`src/rtl/bcd_scan_counter.sv`:
```
// bcd_scan_counter: N-digit BCD counter with a tick prescaler and a
// time-multiplexed driver for a common-anode 7-segment display.
// The counter holds, counts up, counts down or loads on each prescaler tick;
// the scanner lights one digit at a time and decodes the selected BCD digit.

module bcd_scan_counter #(
  parameter int DIGITS     = 4,
  parameter int DIV_COUNT  = 50000000,
  parameter int SCAN_COUNT = 50000,
  parameter int BLANK_LZ   = 1
) (
  input  logic                  i_clk,
  input  logic                  i_clr,
  input  logic [1:0]            i_mode,
  input  logic [4*DIGITS-1:0]   i_load_val,
  output logic                  o_tick,
  output logic [4*DIGITS-1:0]   o_count,
  output logic                  o_wrap,
  output logic [DIGITS-1:0]     o_an_n,
  output logic [6:0]            o_seg_out
);

  typedef enum logic [1:0] {
    MODE_HOLD = 2'b00,
    MODE_UP   = 2'b01,
    MODE_DOWN = 2'b10,
    MODE_LOAD = 2'b11
  } mode_t;

  // Counter widths; a single-state counter still needs one bit of storage.
  localparam int PW = $clog2(DIV_COUNT);
  localparam int SW = (SCAN_COUNT > 1) ? $clog2(SCAN_COUNT) : 1;
  localparam int IW = (DIGITS > 1) ? $clog2(DIGITS) : 1;

  localparam logic [PW-1:0]     PRESC_LAST = PW'(DIV_COUNT - 1);
  localparam logic [SW-1:0]     SCAN_LAST  = SW'(SCAN_COUNT - 1);
  localparam logic [IW-1:0]     IDX_LAST   = IW'(DIGITS - 1);
  localparam logic [DIGITS-1:0] AN_RESET   = ~DIGITS'(1);

  // Registered state
  logic [PW-1:0]       r_presc;
  logic                r_tick;
  logic [4*DIGITS-1:0] r_count;
  logic                r_wrap;
  logic [SW-1:0]       r_scan;
  logic [IW-1:0]       r_idx;
  logic [DIGITS-1:0]   r_an_n;

  // Combinational helpers
  mode_t               w_mode;
  logic [4*DIGITS-1:0] w_incCount;
  logic                w_incCarry;
  logic [4*DIGITS-1:0] w_decCount;
  logic                w_decBorrow;
  logic [4*DIGITS-1:0] w_loadClamped;
  logic [4*DIGITS-1:0] w_nextCount;
  logic                w_nextWrap;
  logic [IW-1:0]       w_nextIdx;
  logic                w_zeroAbove;
  logic [DIGITS-1:0]   w_blank;
  logic [3:0]          w_digit;
  logic                w_blankNow;

  assign w_mode = mode_t'(i_mode);

  // Active-low {g,f,e,d,c,b,a} pattern for one BCD digit; non-BCD shows a dash.
  function automatic logic [6:0] decodeSeg(input logic [3:0] digit);
    logic [6:0] segs;
    case (digit)
      4'd0:    segs = 7'b1000000;
      4'd1:    segs = 7'b1111001;
      4'd2:    segs = 7'b0100100;
      4'd3:    segs = 7'b0110000;
      4'd4:    segs = 7'b0011001;
      4'd5:    segs = 7'b0010010;
      4'd6:    segs = 7'b0000010;
      4'd7:    segs = 7'b1111000;
      4'd8:    segs = 7'b0000000;
      4'd9:    segs = 7'b0010000;
      default: segs = 7'b0111111;
    endcase
    return segs;
  endfunction

  // Free-running prescaler; tick is registered so it pulses once per wrap.
  always_ff @(posedge i_clk or posedge i_clr) begin
    if (i_clr) begin
      r_presc <= '0;
      r_tick  <= 1'b0;
    end else begin
      r_tick <= (r_presc == PRESC_LAST);
      if (r_presc == PRESC_LAST) begin
        r_presc <= '0;
      end else begin
        r_presc <= r_presc + PW'(1);
      end
    end
  end

  // Ripple BCD increment: a carry enters digit 0 and stops at the first non-9.
  always_comb begin
    w_incCount = r_count;
    w_incCarry = 1'b1;
    for (int i = 0; i < DIGITS; i++) begin
      if (w_incCarry) begin
        if (r_count[4*i +: 4] >= 4'd9) begin
          w_incCount[4*i +: 4] = 4'd0;
        end else begin
          w_incCount[4*i +: 4] = r_count[4*i +: 4] + 4'd1;
          w_incCarry = 1'b0;
        end
      end
    end
  end

  // Ripple BCD decrement: a borrow enters digit 0 and stops at the first non-0.
  always_comb begin
    w_decCount  = r_count;
    w_decBorrow = 1'b1;
    for (int i = 0; i < DIGITS; i++) begin
      if (w_decBorrow) begin
        if (r_count[4*i +: 4] == 4'd0) begin
          w_decCount[4*i +: 4] = 4'd9;
        end else begin
          w_decCount[4*i +: 4] = r_count[4*i +: 4] - 4'd1;
          w_decBorrow = 1'b0;
        end
      end
    end
  end

  // Load value with any non-BCD digit saturated to 9 so the count stays legal.
  always_comb begin
    w_loadClamped = i_load_val;
    for (int i = 0; i < DIGITS; i++) begin
      if (i_load_val[4*i +: 4] > 4'd9) begin
        w_loadClamped[4*i +: 4] = 4'd9;
      end
    end
  end

  // Next count and wrap: load acts every edge, up/down only on a tick.
  always_comb begin
    w_nextCount = r_count;
    w_nextWrap  = 1'b0;
    case (w_mode)
      MODE_LOAD: begin
        w_nextCount = w_loadClamped;
      end
      MODE_UP: begin
        if (r_tick) begin
          w_nextCount = w_incCount;
          w_nextWrap  = w_incCarry;
        end
      end
      MODE_DOWN: begin
        if (r_tick) begin
          w_nextCount = w_decCount;
          w_nextWrap  = w_decBorrow;
        end
      end
      default: begin
        w_nextCount = r_count;
      end
    endcase
  end

  // Count and wrap registers.
  always_ff @(posedge i_clk or posedge i_clr) begin
    if (i_clr) begin
      r_count <= '0;
      r_wrap  <= 1'b0;
    end else begin
      r_count <= w_nextCount;
      r_wrap  <= w_nextWrap;
    end
  end

  assign w_nextIdx = (r_idx == IDX_LAST) ? '0 : r_idx + IW'(1);

  // Scan timer; on its wrap the digit index and anode select advance together.
  always_ff @(posedge i_clk or posedge i_clr) begin
    if (i_clr) begin
      r_scan <= '0;
      r_idx  <= '0;
      r_an_n <= AN_RESET;
    end else begin
      if (r_scan == SCAN_LAST) begin
        r_scan <= '0;
        r_idx  <= w_nextIdx;
        r_an_n <= ~(DIGITS'(1) << w_nextIdx);
      end else begin
        r_scan <= r_scan + SW'(1);
      end
    end
  end

  // Leading-zero map: a digit above 0 is blank when it and all higher digits are 0.
  always_comb begin
    w_zeroAbove = 1'b1;
    w_blank     = '0;
    for (int i = DIGITS - 1; i >= 0; i--) begin
      w_zeroAbove = w_zeroAbove & (r_count[4*i +: 4] == 4'd0);
      if (i > 0 && BLANK_LZ != 0) begin
        w_blank[i] = w_zeroAbove;
      end
    end
  end

  // Pick the digit currently being lit along with its blanking flag.
  always_comb begin
    w_digit    = r_count[3:0];
    w_blankNow = 1'b0;
    for (int i = 0; i < DIGITS; i++) begin
      if (r_idx == IW'(i)) begin
        w_digit    = r_count[4*i +: 4];
        w_blankNow = w_blank[i];
      end
    end
  end

  assign o_seg_out = w_blankNow ? 7'b1111111 : decodeSeg(w_digit);
  assign o_tick    = r_tick;
  assign o_count   = r_count;
  assign o_wrap    = r_wrap;
  assign o_an_n    = r_an_n;

endmodule

```
`config.mk`:
```
export PLATFORM = sky130hd
export DESIGN_NAME = bcd_scan_counter
export DESIGN_NICKNAME = d
export VERILOG_FILES = /design/src/rtl/bcd_scan_counter.sv
export SDC_FILE = /design/constraint.sdc
export NUM_CORES = 1
export LEC_CHECK = 0
export BUFFER_PORTS_ARGS = -buffer_cell sky130_fd_sc_hd__buf_2
export CORE_ASPECT_RATIO = 1.75
export CORE_MARGIN = 10
export CORE_UTILIZATION = 52
export DETAILED_ROUTE_END_ITERATION = 8
export PLACE_DENSITY_LB_ADDON = 0.1
export REMOVE_ABC_BUFFERS = 1
export SETUP_SLACK_MARGIN = 0.2
export SLEW_MARGIN = 20
export SYNTH_ARGS = -nofsm -noshare
export SYNTH_HDL_FRONTEND = slang
export SYNTH_SLANG_ARGS = --single-unit
```
`constraint.sdc`:
```
create_clock -name i_clk -period 3.4 [get_ports i_clk]
set_clock_uncertainty 0.05 [all_clocks]
set_input_delay 0.68 -clock i_clk [delete_from_list [all_inputs] [get_ports i_clk]]
set_output_delay 0.68 -clock i_clk [all_outputs]
set_load 0.02 [all_outputs]
```
== After elaboration in Yosys (flattened, before gate mapping) ==
Memory sizes are Yosys's and may differ from the RTL's.
Cells that the tools add are included.
Cells by class
  add/subtract/negate cells: 11
  $lt $le $gt $ge: 8
  equal/unequal tests: 16
  shifts and indexed selects: 1
  multiplexer cells: 48
  bitwise operators: 3
  reduce and logical (&&, ||, !) cells: 9
Operators by type and width (number)
  $mux W4: 21
  $mux W16: 3
  $pmux W16 S3: 1
  $add A26 B1 Y26 const B: 1
  $eq A26 B26 Y1 const B: 1
  $mux W26: 1
  $mux W1: 19
  $add A16 B1 Y16 const B: 1
  $add A4 B1 Y4 const B: 4
  $eq A16 B16 Y1 const B: 1
  $ge A4 B4 Y1 const B: 4
  $gt A4 B4 Y1 const B: 4
  $logic_not A4 Y1: 4
  $sub A4 B1 Y4 const B: 4
  $reduce_and A5 Y1: 3
  $ne A2 B1 Y1 const B: 6
  $eq A2 B2 Y1 const B: 4
  $mux W7: 1
  $eq A2 B1 Y1 const B: 2
  $ne A2 B2 Y1 const B: 2
  $not A4 Y4: 1
  $shl A1 B2 Y4 const A: 1
  $reduce_and A3 Y1: 1
  $reduce_bool A3 Y1: 1
  other kinds (4): 5
Storage, ports and cells
  register bits: 66
  memory bits (read-only): 112
  input bits: 20
  memories: 1
Memories
  (no name shown): words 16, bits a word 7, read ports 1, clocked after Yosys merged registers in 0, write ports 0, line 69  | case (digit)

== Logic depth before layout (Yosys ltp) ==
Gate-level depths: netlist of run 1.
  depth after elaboration: 7
  depth in mapped cells: 10
  depth with buffers taken out: 9

== Worst setup path after synthesis of run 1 ==
No wires, ideal clock.
  path type: flip-flop to output port
  from: reg r_idx[1]
  to: out o_seg_out[5]
  arrival: 2169 ps
  required time: 2670 ps
  slack: 501 ps
  stages on the path, launching flop included: 10
  buffers on the path: 2
  cells stage by stage: dfrtp_1 -> inv_1 -> ha_1 -> buf_4 -> mux2i_1 -> a221oi_1 -> buf_2 -> mux2i_1 -> nor2_1 -> o21ai_0
Between the ends
  cells in the longest elaborated chain, start to end: 6
  elaborated cells on any way between the ends: 11
  those cells by class: eq/ne: 3; mux: 7; memory: 1
Ends and longest elaborated chain
  start, declared: line 46  | logic [IW-1:0] r_idx;
  start signal, assigned: line 190  | r_idx <= w_nextIdx;
  $eq A2 B1 Y1: line 215  | if (r_idx == IW'(i)) begin
  $mux W4 (3 in series): line 215
  $mem_v2 Z16 W7
  $mux W7 *: line 222  | assign o_seg_out = w_blankNow ? 7'b1111111 : decodeSeg(w_digit);
  end, declared: line 20  | output logic [6:0] o_seg_out
Mark *: on every way between the ends. The rest lies on a longest branch, timed or not.

== Final worst setup path of run 1 ==
  from: reg r_idx[1]
  to: out o_seg_out[3]
The elaborated chain is that of the path after synthesis.

==> metrics.yaml, run 1 <==
outcome:
  status: "complete, no violations"
cts:
  cts_buffers: 9
  insertion_delay_ps: 330
  root_buffer: "clkbuf_16"
  cts_tree: "done"
  clock_sinks: 66
  holdBufCountCts: 0
  cts_max_level: 3
  clk_pin_slew_ps: 60
  clockBufferDepth: 2
timing:
  worst_slew_pin_slew_ps: 690
  hold_viol: 0
  maxSlewViolCount: 0
  fin_crit_sh: 0.968
  min_period_ps: 3290
  relSlewSlack: 0.540
  totalNegativeSetupSlack_ps: 0
  rsz0062_at_grt: "yes"
  setup_viol_count_final: 0
  timing.fmax_mhz: 304
drt:
  route.detailed.drc: 0
  drtAntennaViolNets: 0
  wl_per_cell_um: 16.4
  viasPerCell: 5.66
  wl_met2_mm: 5.75
  vias: 3756
  drtPass1Iterations: 4
  top_layer_used: "met4"
  wl_met3_um: 473
  wl_met1_mm: 4.25
  drt-total-wl_mm: 10.9
  drt_iter0_drc: 154
setup_path:
  crit_end: "o_seg_out[3]"
  cp-end-kind: "output pin"
  worstPathArrival_ps: 2560
  r2r_cells: 7
  r2r_setup_slack_ps: 940
  reg2reg_to: "o_count[9]"
  crit_type: "register to output pin"
  crit_start: "r_idx[1]"
  crit_required_ps: 2670
  r2r_start: "o_count[0]"
  cp-start-kind: "register"
  path_max_fanout: 5
logic_synthesis:
  synthFlopType: "dfrtp_1"
  ys_async_sr_fraction: 1.00
  synth_cell_types: 76
  postSynthAreaPerCell_um2: 9.30
  yosys.area.top_type_share: 0.350
  synth_edf_count: 0
  synth-seq-cells: 66
  postSynthCellCount: 484
  synthTopCellsByArea: "dfrtp_1, ha_1, xnor2_1, nor2_1, o21ai_0"
  yosysSeqAreaShare: 0.368
  synth.cell_area_um2: 4500
  synth_warnings: 0
  yosysTopAreaCell: "dfrtp_1"
worst_hold_path:
  hold_class: "primary input to async pin"
placement:
  gp_congestion: 0.870
  io_buffers: 48
  placedInstanceArea_um2: 4850
  hpwl_mm: 8.09
power:
  power.density_nw_per_um2: 575
  leakagePower_nw: 2.37
  total_power_w: 0.00307
  vdd_drop_max_uv: 397
cells_and_area:
  fillers: 735
  diodes: 0
  drive_above_1_share: 0.230
  final_area_um2: 5340
  layout.nets: 594
  final_util: 0.638
  area_growth_pct: 18.6
global_routing:
  gr-total-overflow: 0
  grt_pass1_wl_mm: 18.2
  antenna_found_initial: 0
  grt_max_degree: 35
  grt_pass1_vias: 3805
  grt_usage: 0.171
die:
  die_y_um: 143
  boundaryPins: 49
  num_rows: 44
  die_x_um: 90.3
  start_util: 0.538
  dieArea_um2: 12900
  core_area_um2: 8370
flow_run:
  drv_cap: 0
-- repair_timing --
item                       in CTS  in global routing
gates cloned                    0                  0
setup buffers                   8                  4
gates resized for setup        15                  8
setup endpoints to repair       7                  7
pin swaps                       5                  5
-- metal layers --
| metal | GRT usage | vias up |
|---|---|---|
| met4 | 0.0884 | 0 |
| met3 | 0.0472 | 26 |
| met1 | 0.180 | 1802 |
| met2 | 0.306 | 75 |
| met5 | 0 | - |
| li1 | - | 1853 |
-- worst min path at each step --
stage	to	start	cells past startpoint	slack (ps)
after floorplan	r_presc[21]	r_presc[21]	1	400
after global placement	r_presc[21]	r_presc[21]	1	420
after detailed placement	o_an_n[2]	o_an_n[2]	2	430
after CTS	r_presc[21]	i_clr	2	410
after global routing	r_presc[1]	i_clr	2	450
final	r_presc[21]	i_clr	2	400
-- Yosys cell counts (5+ instances only) --
master	instances
inv_1	29
xnor2_1	27
nor2_1	49
nand3_1	19
nor3_1	7
buf_2	9
nand2b_1	5
dfrtp_1	63
o21ai_0	28
xor2_1	12
nand2_1	32
nor3b_1	8
and3_1	6
ha_1	30
a211oi_1	5
mux2i_1	8
clkbuf_1	6
a21oi_1	21
nor4_1	7
nand4_1	7
-- through the flow --
step	hold slack (ps)	setup WS, ps	std cells
final	404	109	664
after global routing	453	22.9	664
after CTS	412	145	660
after detailed placement	433	246	636
after global placement	421	342	636
after floorplan	397	144	464
-- cell type report --
type | count | area [um2] | area share
inverters | 29 | 111 | 0.0209
well taps | 115 | 144 | 0.0270
multi-input cells | 369 | 2710 | 0.508
flip-flops and latches | 66 | 1660 | 0.311
repair buffers | 69 | 417 | 0.0781
clock buffers | 10 | 229 | 0.0429
clock inverters | 6 | 67.6 | 0.0127
-- worst max-delay path, stage by stage, from the launching register on --
cell and delay (ps):
dfrtp_2 430, inv_2 80, ha_4 170, mux2i_1 120, a221o_2 430, ha_4 290
or3b_1 350, a21bo_1 210, buf_6 130
-- placed cells by master, fill, tap and decap left out, types with 19 or more instances in the layout --
| cell | n |
|---|---|
| xnor2_1 | 27 |
| nor2_1 | 48 |
| nand2_1 | 32 |
| a21oi_1 | 21 |
| inv_1 | 25 |
| nand3_1 | 19 |
| o21ai_0 | 27 |
| ha_1 | 26 |
| buf_4 | 20 |
| buf_2 | 47 |
| dfrtp_1 | 61 |
-- flip-flops by register name, summed over array words and instances (netlist names) --
signal / cells
o_tick: 1
o_count: 16
r_presc: 26
o_an_n: 4
r_idx: 2
r_scan: 16
o_wrap: 1
-- report_power, final --
group / internal [W] / leakage [nW] / switching (W)
sequential: 0.000855 / 0.852 / 0.000187
clock: 0.000568 / 0.139 / 0.000352
combinational: 0.000484 / 1.38 / 0.000623
total: 0.00191 / 2.37 / 0.00116
-- cell families after synthesis --
logic type / after synthesis / share of synthesized area
fa+ha+maj: 30 / 0.0834
mux: 10 / 0.0228
flops: 66 / 0.368
simple gates: 181 / 0.224
xor+xnor: 39 / 0.0759
compound gates: 109 / 0.180
buf+inv: 49 / 0.0470
No activity file was read; power rests on OpenSTA's default activity.
==> run 2, diff against run 1 <==
--- a/config.mk
+++ b/config.mk
@@ -7,12 +7,11 @@
 export LEC_CHECK = 0
 export BUFFER_PORTS_ARGS = -buffer_cell sky130_fd_sc_hd__buf_2
 export CORE_ASPECT_RATIO = 1.75
-export CORE_MARGIN = 10
-export CORE_UTILIZATION = 52
+export CORE_MARGIN = 2
+export CORE_UTILIZATION = 45
 export DETAILED_ROUTE_END_ITERATION = 8
 export PLACE_DENSITY_LB_ADDON = 0.1
 export REMOVE_ABC_BUFFERS = 1
-export SETUP_SLACK_MARGIN = 0.2
 export SLEW_MARGIN = 20
 export SYNTH_ARGS = -nofsm -noshare
 export SYNTH_HDL_FRONTEND = slang
==> run 2 against run 1 <==
Via count is 1.5% lower. Maximum frequency is 0.44% lower. Largest power group unchanged. Non-clock buffer count is 8 lower. Clock power is 14% higher. Flip-flop and latch count stayed put. Hold slack better by 25 ps. Critical path depth stayed put.
==> metrics.yaml, run 2 (same netlist as run 1, synthesis figures left out) <==
timing:
  worst_slew_pin_slew_ps: 923  # +234 ps
  min_period_ps: 3310  # +14.7 ps
  maxSlewViolCount: 0  # unchanged
  relSlewSlack: 0.383  # -0.156
  fin_crit_sh: 0.972  # +0.00431
  totalNegativeSetupSlack_ps: 0  # unchanged
  setup_viol_count_final: 0  # unchanged
  hold_viol: 0  # unchanged
  timing.fmax_mhz: 303  # -0.44%
  rsz0062_at_grt: "no"
cells_and_area:
  drive_above_1_share: 0.203  # -0.0262
  largest_register_ffs: 26  # unchanged
  layout.nets: 586  # -1.3%
  stdcell_count: 666  # +0.30%
  layout_common_cells: "dfrtp_1, nor2_1, buf_2"
  regMostFlops: "r_presc"
  area_growth_pct: 17.0
  diodes: 0  # unchanged
  final_common_cell: "dfrtp_1"
  final_util: 0.538  # -0.0998
die:
  die_x_um: 79.6  # -12%
  boundaryPins: 49  # unchanged
  num_rows: 48  # +9.1%
  dieArea_um2: 10900  # -16%
  start_util: 0.460  # -0.0781
  core_area_um2: 9790  # +17%
  die_y_um: 136  # -4.7%
setup_path:
  crit_start: "r_idx[0]"
  cp_slowest_cell: "dfrtp_2"
  cp_cell_sequence: "inv_2, ha_4, nor2_1, a221o_1, ha_1, or3b_1, a21bo_1, buf_2"
  cp-end-kind: "output pin"
  path_max_fanout: 7  # +2
  r2r_cells: 7  # unchanged
  reg2reg_to: "o_count[9]"
  crit_family: "compound AO/OA/AOI/OAI gates"
  crit_buf_inv: 2  # unchanged
  crit_required_ps: 2670  # about the same
  r2r_setup_slack_ps: 940  # about the same
  crit_type: "register to output pin"
  r2r_start: "o_count[0]"
  max_stage_delay_ps: 460  # +30 ps
  worstPathArrival_ps: 2580  # +20 ps
  cp-start-kind: "register"
worst_hold_path:
  holdPathEnd: "r_presc[21]"
  hold_class: "register to register"
  hp-start: "r_presc[21]"
  min_delay_path_depth: 1
cts:
  clockBufferDepth: 2  # unchanged
  cts_max_level: 3  # unchanged
  cts_tree: "done"
  cts_buffers: 9  # unchanged
  clk_pin_slew_ps: 50  # about the same
  root_buffer: "clkbuf_16"
  holdBufCountCts: 0  # unchanged
  insertion_delay_ps: 330  # about the same
  clock_sinks: 66  # unchanged
drt:
  viasPerCell: 5.55  # -1.8%
  vias: 3698  # -1.5%
  drtAntennaViolNets: 0  # unchanged
  drt-total-wl_mm: 10.7  # -1.7%
  drtPass1Iterations: 4  # unchanged
  drt_iter0_drc: 185  # +20%
  wl_per_cell_um: 16.0  # -2.0%
  route.detailed.drc: 0  # unchanged
flow_run:
  drv_cap: 0  # unchanged
placement:
  io_buffers: 48  # unchanged
  hpwl_mm: 8.10  # about the same
  gp_congestion: 0.854  # -1.9%
  dp_cells: 649  # +2.0%
global_routing:
  grt_max_degree: 45  # +29%
  grt_pass1_wl_mm: 17.7  # -3.0%
  antenna_found_initial: 0  # unchanged
  grt_pass1_vias: 3726  # -2.1%
  grt_usage: 0.208  # +0.0370
  gr-total-overflow: 0  # unchanged
power:
  power.density_nw_per_um2: 597  # +3.9%
  leakagePower_nw: 2.35  # -1.1%
  vdd_drop_max_uv: 286  # -28%
outcome:
  status: "complete, no violations"
-- run 2: changes by cell type in the layout (fill, tap and decap cells not counted), moves of 2 or more --
cell,before,now
bufinv_16,1,3
clkinvlp_4,2,0
clkinv_4,2,0
clkinv_2,1,3
buf_4,20,13
-- run 2: repair_timing --
action                     in CTS  in global routing
setup buffers                   1                  0
pin swaps                       1                  3
setup endpoints to repair       2                  5
resized for setup               2                  9
-- run 2: layer usage --
layer | part of all wire | GRT usage
met1 | 0.39 | 0.221
met3 | 0.030 | 0.0378
met2 | 0.55 | 0.391
met4 | 0.026 | 0.0910
met5 | 0 | 0
-- run 2: worst max-delay path by stage --
stage	to	cells past startpoint
after floorplan	o_seg_out[5]	7
after global placement	o_seg_out[4]	9
after detailed placement	o_seg_out[4]	8
after CTS	o_seg_out[3]	8
after global routing	o_seg_out[4]	10
final	o_seg_out[3]	8
-- run 2: per-stage QoR --
step / total power (W) / worst slack [ps] / area [um2] / hold slack, ps
floorplan: 0.00174 / 144 / 4400 / 397
global placement: 0.00208 / 373 / 4890 / 419
detailed placement: 0.00210 / 264 / 4890 / 423
CTS: 0.00317 / 19.8 / 5230 / 436
global route: 0.00332 / 1.76 / 5270 / 453
finish: 0.00315 / 94.5 / 5270 / 429
-- run 2: final cells by class --
class / count / area [um2]
timing repair buffer: 61 / 338
fill: 902 / 4520
tap: 125 / 156
sequential: 66 / 1660
inverter: 29 / 109
multi-input combinational: 369 / 2670
clock buffer: 10 / 229
clock inverter: 6 / 105
-- run 2: power breakdown --
| group | switching [W] | total [W] | internal (W) |
|---|---|---|---|
| clock network | 0.000336 | 0.00105 | 0.000712 |
| registers | 0.000178 | 0.00103 | 0.000855 |
| logic | 0.000618 | 0.00107 | 0.000447 |
==> run 3, diff against run 2 <==
--- a/config.mk
+++ b/config.mk
@@ -5,7 +5,7 @@
 export SDC_FILE = /design/constraint.sdc
 export NUM_CORES = 1
 export LEC_CHECK = 0
-export BUFFER_PORTS_ARGS = -buffer_cell sky130_fd_sc_hd__buf_2
+export BUFFER_PORTS_ARGS = -buffer_cell sky130_fd_sc_hd__clkbuf_2
 export CORE_ASPECT_RATIO = 1.75
 export CORE_MARGIN = 2
 export CORE_UTILIZATION = 45
==> run 3 against run 2 <==
Core utilization about the same. Cell area about the same. Sequential power about the same. Clock-buffer cell count is the same. Combinational power up 4%. First-iteration DRC count increased by 3.8%. Critical path depth unchanged. Clock power down 20%. Via count rose by 2.1%. Wire length grew 0.81%. Sequential share of layout area is essentially flat. Hold slack better by 4.4 ps. Largest power group unchanged.
==> metrics.yaml, run 3 (same netlist as run 1, synthesis figures left out) <==
cts:
  insertion_delay_ps: 330  # about the same
  clk_pin_slew_ps: 50  # about the same
  cts_tree: "done"
  clock_sinks: 66  # unchanged
  cts_max_level: 3  # unchanged
  cts_buffers: 9  # unchanged
  root_buffer: "clkbuf_16"
  clockBufferDepth: 2  # unchanged
placement:
  dp_cells: 650  # +0.15%
  gp_congestion: 0.849  # -0.59%
  hpwl_mm: 8.06  # -0.46%
  io_buffers: 48  # unchanged
setup_path:
  path_max_fanout: 7  # unchanged
  cp-end-kind: "output pin"
  crit_type: "register to output pin"
  worstPathArrival_ps: 2630  # +50 ps
  crit_required_ps: 2670  # about the same
  r2r_cells: 7  # unchanged
  cp-start-kind: "register"
die:
  die_x_um: 79.6  # unchanged
  num_rows: 48  # unchanged
  dieArea_um2: 10900  # unchanged
  boundaryPins: 49  # unchanged
  die_y_um: 136  # unchanged
  core_area_um2: 9790  # unchanged
  start_util: 0.460  # unchanged
power:
  leakagePower_nw: 2.35  # +0.25%
  power.density_nw_per_um2: 566  # -5.2%
  vdd_drop_max_uv: 327  # +14%
cells_and_area:
  layout.nets: 593  # +1.2%
  diodes: 0  # unchanged
  drive_above_1_share: 0.219  # +0.0157
  final_common_cell: "dfrtp_1"
  largest_register_ffs: 26  # unchanged
  regMostFlops: "r_presc"
  final_util: 0.538  # about the same
  layout_common_cells: "dfrtp_1, nor2_1, clkbuf_2"
  area_growth_pct: 17.1  # about the same
  stdcell_count: 673  # +1.1%
timing:
  min_period_ps: 3360  # +56.0 ps
  timing.fmax_mhz: 297  # -1.7%
  fin_crit_sh: 0.989  # +0.0165
  worst_slew_pin_slew_ps: 921  # -2.22 ps
  maxSlewViolCount: 0  # unchanged
  setup_viol_count_final: 0  # unchanged
  relSlewSlack: 0.385  # +0.00148
  hold_viol: 0  # unchanged
drt:
  route.detailed.drc: 0  # unchanged
  viasPerCell: 5.61  # +0.99%
  drtAntennaViolNets: 0  # unchanged
  drt-total-wl_mm: 10.8  # +0.81%
  drtPass1Iterations: 4  # unchanged
  vias: 3774  # +2.1%
  wl_per_cell_um: 16.0  # -0.23%
  drt_iter0_drc: 192  # +3.8%
global_routing:
  grt_pass1_vias: 3643  # -2.2%
  grt_max_degree: 45  # unchanged
  grt_usage: 0.207  # -0.00111
  grt_pass1_wl_mm: 17.6  # -0.66%
  gr-total-overflow: 0  # unchanged
  antenna_found_initial: 0  # unchanged
flow_run:
  drv_cap: 0  # unchanged
outcome:
  status: "complete, no violations"
worst_hold_path:
  hold_class: "register to register"
  min_delay_path_depth: 2  # +1
## run 3: worst max-delay path, stage by stage (launching register included)
cell	delay [ps]
dfrtp_2	450
buf_4	150
ha_4	170
nor3b_1	130
a221o_1	370
ha_4	310
or3b_1	360
a21bo_1	210
clkbuf_2	150
## run 3: repair_timing
| action | in CTS | in global routing |
|---|---|---|
| hold buffers | 0 | 0 |
| endpoints found under the setup margin | 2 | 7 |
| pin swaps | 2 | 3 |
| gates resized for setup | 2 | 11 |
| setup buffers | 2 | 5 |
## run 3: cell type report
type / instances / area, um2
clock buffer: 10 / 239
clock inverter: 6 / 32.5
fill: 915 / 4520
inverter: 29 / 109
multi-input combinational: 369 / 2690
sequential: 66 / 1660
tap: 125 / 156
timing repair buffer: 68 / 390
## run 3: power breakdown
group	switching (W)	internal, W	leakage, nW
Clock	0.000338	0.000506	0.138
Sequential	0.000174	0.000855	0.852
Combinational	0.000640	0.000472	1.36
Total	0.00115	0.00183	2.35
## run 3: stage by stage
stage / total power [W] / hold WS, ps / setup WS (ps) / TNS (ps) / instance area [um2]
2_1_floorplan: 0.00174 / 397 / 144 / 0 / 4400
3_5_place_dp: 0.00211 / 425 / 277 / 0 / 4890
4_1_cts: 0.00297 / 436 / 3.37 / 0 / 5180
3_3_place_gp: 0.00209 / 420 / 367 / 0 / 4890
6_report: 0.00298 / 433 / 38.5 / 0 / 5270
5_1_grt: 0.00317 / 453 / -3.96 / -3.96 / 5270
## run 3: metal layers
layer | part of all wire | track usage | vias to the layer above | wire length (um)
met3 | 0.031 | 0.0339 | 18 | 339
met2 | 0.55 | 0.379 | 65 | 5940
met4 | 0.026 | 0.0939 | 0 | 278
li1 | - | - | 1855 | -
met5 | 0 | 0 | - | 0
met1 | 0.39 | 0.230 | 1836 | 4220
## run 3: path summary, 6_finish.rpt
path	startpoint	end	slack, ps
setup reg to reg	o_count[1]	o_count[9]	970
hold reg to reg	o_an_n[3]	o_an_n[3]	430
max in group asynchronous	i_clr	r_presc[23]	2070
min in group asynchronous	i_clr	r_presc[10]	490
setup / recovery	r_idx[1]	o_seg_out[3]	40
hold / removal	o_an_n[3]	o_an_n[3]	430
